## src/rtl/music_sequencer.sv

```systemverilog
// Score sequencer: walks a {length, note, octave} ROM on the 1 ms clock and
// counts each note down, with loop/stop, pause, skip and restart control.
module music_sequencer #(
  parameter int ADDR_W = 8,
  parameter int LEN_W  = 16,
  parameter int NOTE_W = 4,
  parameter int OCT_W  = 4
) (
  input  logic                            clk_1ms,
  input  logic                            rst,
  input  logic                            en,
  input  logic                            loop_en,
  input  logic                            skip,
  input  logic                            restart,
  output logic [ADDR_W-1:0]               score_addr,
  input  logic [LEN_W+NOTE_W+OCT_W-1:0]   score_data,
  output logic [ADDR_W-1:0]               note_pointer,
  output logic [LEN_W-1:0]                cur_length,
  output logic [NOTE_W-1:0]               cur_note,
  output logic [OCT_W-1:0]                cur_octave,
  output logic                            playing,
  output logic                            note_start,
  output logic                            done
);
  localparam int WORD_W = LEN_W + NOTE_W + OCT_W;

  typedef enum logic [1:0] {S_IDLE, S_LOAD, S_PLAY, S_DONE} state_t;

  state_t              r_state, w_state_nxt;
  logic [ADDR_W-1:0]   r_ptr, w_ptr_nxt;
  logic [LEN_W-1:0]    r_len, w_len_nxt;
  logic [NOTE_W-1:0]   r_note, w_note_nxt;
  logic [OCT_W-1:0]    r_oct, w_oct_nxt;
  logic                r_start, w_start_nxt;
  logic                r_done, w_done_nxt;

  logic [LEN_W-1:0]    w_len_f;
  logic [NOTE_W-1:0]   w_note_f;
  logic [OCT_W-1:0]    w_oct_f;

  assign w_len_f  = score_data[WORD_W-1 -: LEN_W];
  assign w_note_f = score_data[OCT_W +: NOTE_W];
  assign w_oct_f  = score_data[OCT_W-1:0];

  always_comb begin
    w_state_nxt = r_state;
    w_ptr_nxt   = r_ptr;
    w_len_nxt   = r_len;
    w_note_nxt  = r_note;
    w_oct_nxt   = r_oct;
    w_start_nxt = 1'b0;
    w_done_nxt  = r_done;
    if (restart) begin
      w_ptr_nxt   = '0;
      w_state_nxt = S_LOAD;
      w_done_nxt  = 1'b0;
    end else if (r_state != S_DONE && en) begin
      case (r_state)
        S_IDLE: w_state_nxt = S_LOAD;
        S_LOAD: begin
          if (w_len_f != '0) begin
            w_len_nxt   = w_len_f;
            w_note_nxt  = w_note_f;
            w_oct_nxt   = w_oct_f;
            w_start_nxt = 1'b1;
            w_state_nxt = S_PLAY;
          end else if (loop_en && r_ptr != '0) begin
            // Marker hit mid-score: rewind and refetch address 0 next cycle.
            w_ptr_nxt = '0;
          end else begin
            w_state_nxt = S_DONE;
            w_done_nxt  = 1'b1;
          end
        end
        S_PLAY: begin
          if (skip || r_len == LEN_W'(1)) begin
            w_ptr_nxt   = r_ptr + ADDR_W'(1);
            w_state_nxt = S_LOAD;
          end else begin
            w_len_nxt = r_len - LEN_W'(1);
          end
        end
        default: w_state_nxt = r_state;
      endcase
    end
  end

  always_ff @(posedge clk_1ms) begin
    if (rst) begin
      r_state <= S_IDLE;
      r_ptr   <= '0;
      r_len   <= '0;
      r_note  <= '0;
      r_oct   <= '0;
      r_start <= 1'b0;
      r_done  <= 1'b0;
    end else begin
      r_state <= w_state_nxt;
      r_ptr   <= w_ptr_nxt;
      r_len   <= w_len_nxt;
      r_note  <= w_note_nxt;
      r_oct   <= w_oct_nxt;
      r_start <= w_start_nxt;
      r_done  <= w_done_nxt;
    end
  end

  assign score_addr   = r_ptr;
  assign note_pointer = r_ptr;
  assign cur_length   = r_len;
  assign cur_note     = r_note;
  assign cur_octave   = r_oct;
  assign playing      = (r_state == S_PLAY) && en;
  assign note_start   = r_start;
  assign done         = r_done;
endmodule
```

## config.mk

```make
export PLATFORM = sky130hd
export DESIGN_NAME = music_sequencer
export DESIGN_NICKNAME = d
export VERILOG_FILES = /design/src/rtl/music_sequencer.sv
export SDC_FILE = /design/constraint.sdc
export NUM_CORES = 1
export LEC_CHECK = 0
export CORE_MARGIN = 2
export CORE_UTILIZATION = 45
export DETAILED_ROUTE_END_ITERATION = 16
export PLACE_DENSITY = 0.84
export SYNTH_ARGS = -nofsm -noshare
export SYNTH_HDL_FRONTEND = slang
export SYNTH_SLANG_ARGS = --single-unit
```

## constraint.sdc

```tcl
create_clock -name clk_1ms -period 2.8 [get_ports clk_1ms]
set_input_delay 0.56 -clock clk_1ms [delete_from_list [all_inputs] [get_ports clk_1ms]]
set_output_delay 0.56 -clock clk_1ms [all_outputs]
set_load 0.01 [all_outputs]
```

==> metrics.md <==
| Metric | Value |
|---|---|
| Prevailing post-synth register cell | `dfxtp_1` |
| I/O pin total | `73` |
| Setup Buffers After CTS | `0` |
| CP Data Arrival Time | `2.66 ns` |
| HP Class | `register to register` |
| Core footprint | `5070 um^2` |
| Global-route usage over all layers | `0.221` |
| Pwr Density | `406 nW/um^2` |
| Largest delay share family, worst path | `simple AND/OR/NAND/NOR gates` |
| Port buffer count | `72` |
| Synthesis warning total | `0` |
| Status | `complete, no violations` |
| Initial Util | `0.464` |
| Clk sink count | `36` |
| Post-synth EDFFs | `0` |
| CTS HTree Levels | `2` |
| Sequential area share after synthesis | `0.306` |
| Crit. End Element | `register` |
| Gpl congestion | `0.883` |
| Post-cts resize count | `0` |
| Hold_buf cts | `0` |
| Relative slew margins | `0.550` |
| Reg2Reg Setup Slack | `0.50 ns` |
| Max cap viols | `0` |
| Critical Path RT | `3.02 ns` |
| Remaining DRCs | `0` |
| Global-route wire length before repair | `10700 um` |
| Commonest cells in the netlist | `dfxtp_1, nor2_1, nand2_1, inv_1` |
| Area Overhead vs Synth | `35.8%` |
| DIE HEIGHT | `76.3 um` |
| CP max-delay cell | `or4_1` |
| Buf/Inv on CP | `1` |
| Yosys top cell by area | `dfxtp_1` |
| Clk pin slew, worst setup/hold paths | `0.08 ns` |
| Cell Area, Synth | `2350 um^2` |
| Vias post-DR | `2476` |
| WL/cell | `15.6 um` |
| Fin crit period | `2.43 ns` |
| CTS Buf Count | `5` |
| Synth Area per Inst | `8.37 um^2` |
| Worst-Margin Slew | `0.674 ns` |
| Tcrit/Tclk final | `0.869` |
| Top cell type's share of synthesized area | `0.306` |
| Nets@finish | `383` |
| Setup TNS | `0 ns` |
| Most numerous cell in the Yosys netlist | `dfxtp_1` |
| Final Hold Fails | `0` |
| CTS root buf | `clkbuf_8` |
| DR iter-0 viols | `126` |
| Pin count of the biggest net entering global routing | `25` |
| Setup violators final | `0` |
| Final Total Pwr | `0.00130 W` |
| Final Util | `0.629` |
| Antenna violations before repair | `0` |
| Final ANT Viol Nets | `0` |
| Drt via density | `5.97` |
| Post-synth ARST share | `0` |
| Lkg Pwr | `1.09 nW` |
| Fmax | `411 MHz` |
| Synth cell types | `56` |
| Post-synthesis cell count | `281` |
| Max Clock Skew | `0.00514 ns` |
| CTS tree | `yes` |
| RSZ-0062 raised after global routing | `false` |
| Peak fanout along the critical path | `11` |
| Total of flip-flops plus latches after synthesis | `36` |
| GRT overflow | `0` |
| Insertion delay to the later sink of the worst-skew pair | `0.29 ns` |
| Longest Clk Path Bufs | `2` |
| Row cnt | `26` |
| Die Area | `5820 um^2` |
| Peak supply drop | `0.000244 V` |
| Ant diodes | `0` |
| Synth area leaders | `dfxtp_1, mux2i_1, ha_1` |
| Drt pass-1 iters | `5` |
| Overall routed net length | `6470 um` |
| Fraction of layout cells with a size suffix above 1 | `0.101` |
| Vias in the first global route | `2210` |
| CP cell instances | `clkdlybuf4s50_1, nor4_2, nand4_1, o31a_1, or4_1, a21oi_1` |
| CP startpoint kind | `input pin` |
| Detailed Place HPWL | `4770 um` |
| Max incr delay on CP | `0.50 ns` |
| Die Wd | `76.3 um` |
| Fin. max-slew vios | `0` |
| Crit path kind | `input pin to register` |
| Post-Syn Nets | `320` |
==> per-stage QoR <==
stage	setup slack [ns]	std cells	hold WS, ns	area, um^2
2_1_floorplan	0.568	281	0.504	2350
3_3_place_gp	0.132	407	0.473	3080
3_5_place_dp	0.0901	407	0.476	3080
4_1_cts	0.389	415	0.493	3190
5_1_grt	0.251	415	0.519	3190
6_report	0.368	415	0.496	3190
==> kinds of logic after synthesis <==
kind of cell / after synthesis / share of synthesized area
AND/OR/NAND/NOR: 109 / 0.274
multiplexers: 12 / 0.0511
buffers and inverters: 37 / 0.0793
adder cells (fa/ha/maj): 9 / 0.0479
flip-flops: 36 / 0.306
AO/OA/AOI/OAI: 78 / 0.241
==> path summary, 6_finish.rpt <==
kind,startpoint,endpoint,cells after the start
max reg2reg,cur_length[0]$_SDFFE_PP0P_,cur_length[12]$_SDFFE_PP0P_,7
min reg2reg,done$_SDFFE_PP0P_,done$_SDFFE_PP0P_,2
min,done$_SDFFE_PP0P_,done$_SDFFE_PP0P_,2
max,score_data[22],note_pointer[4]$_SDFFE_PP0P_,6
==> state kept, by name, indices dropped and copies added, names as in the netlist <==
name / count
cur_octave: 4
cur_note: 4
note_start: 1
note_pointer: 8
done: 1
r_state: 2
cur_length: 16
==> worst min-delay path: cells and delay by family (launching register included) <==
| kind | cells | cell delay, ns |
|---|---|---|
| AOI/OAI and AO/OA | 1 | 0.05 |
| DFF | 1 | 0.35 |
| and+or+nand+nor | 1 | 0.07 |
==> power by group <==
group          total, W  switching, W  internal [W]
logic          0.000286      0.000152      0.000134
clock network  0.000463      0.000199      0.000264
registers      0.000548     0.0000206      0.000527
==> layout make-up <==
cell class / instances / area [um^2]
Multi-Input combinational cell: 208 / 1450
Fill cell: 442 / 1880
Sequential cell: 36 / 721
Tap cell: 70 / 87.6
Inverter: 13 / 48.8
Timing Repair Buffer: 80 / 781
Clock buffer: 5 / 68.8
Clock inverter: 3 / 42.5
==> metal layers <==
metal	GRT usage	part of all wire
met3	0.0557	0.082
met4	0.0509	0.013
met1	0.288	0.43
met2	0.367	0.47
met5	0	0
==> cells in the final DEF, fill, tap and decap left out, types with 7 or more instances in the layout <==
cell type and count:
o31ai_1 9, ha_1 9, nor3_1 9, nor2_1 27, nand2_1 24, o32ai_1 10
mux2i_1 12, a21oi_1 12, o21ai_0 7, a31oi_1 9, inv_1 13, dfxtp_1 36
clkdlybuf4s50_1 72, nand3_1 8, buf_4 8
Note: power is estimated with default switching activity, not from simulation.
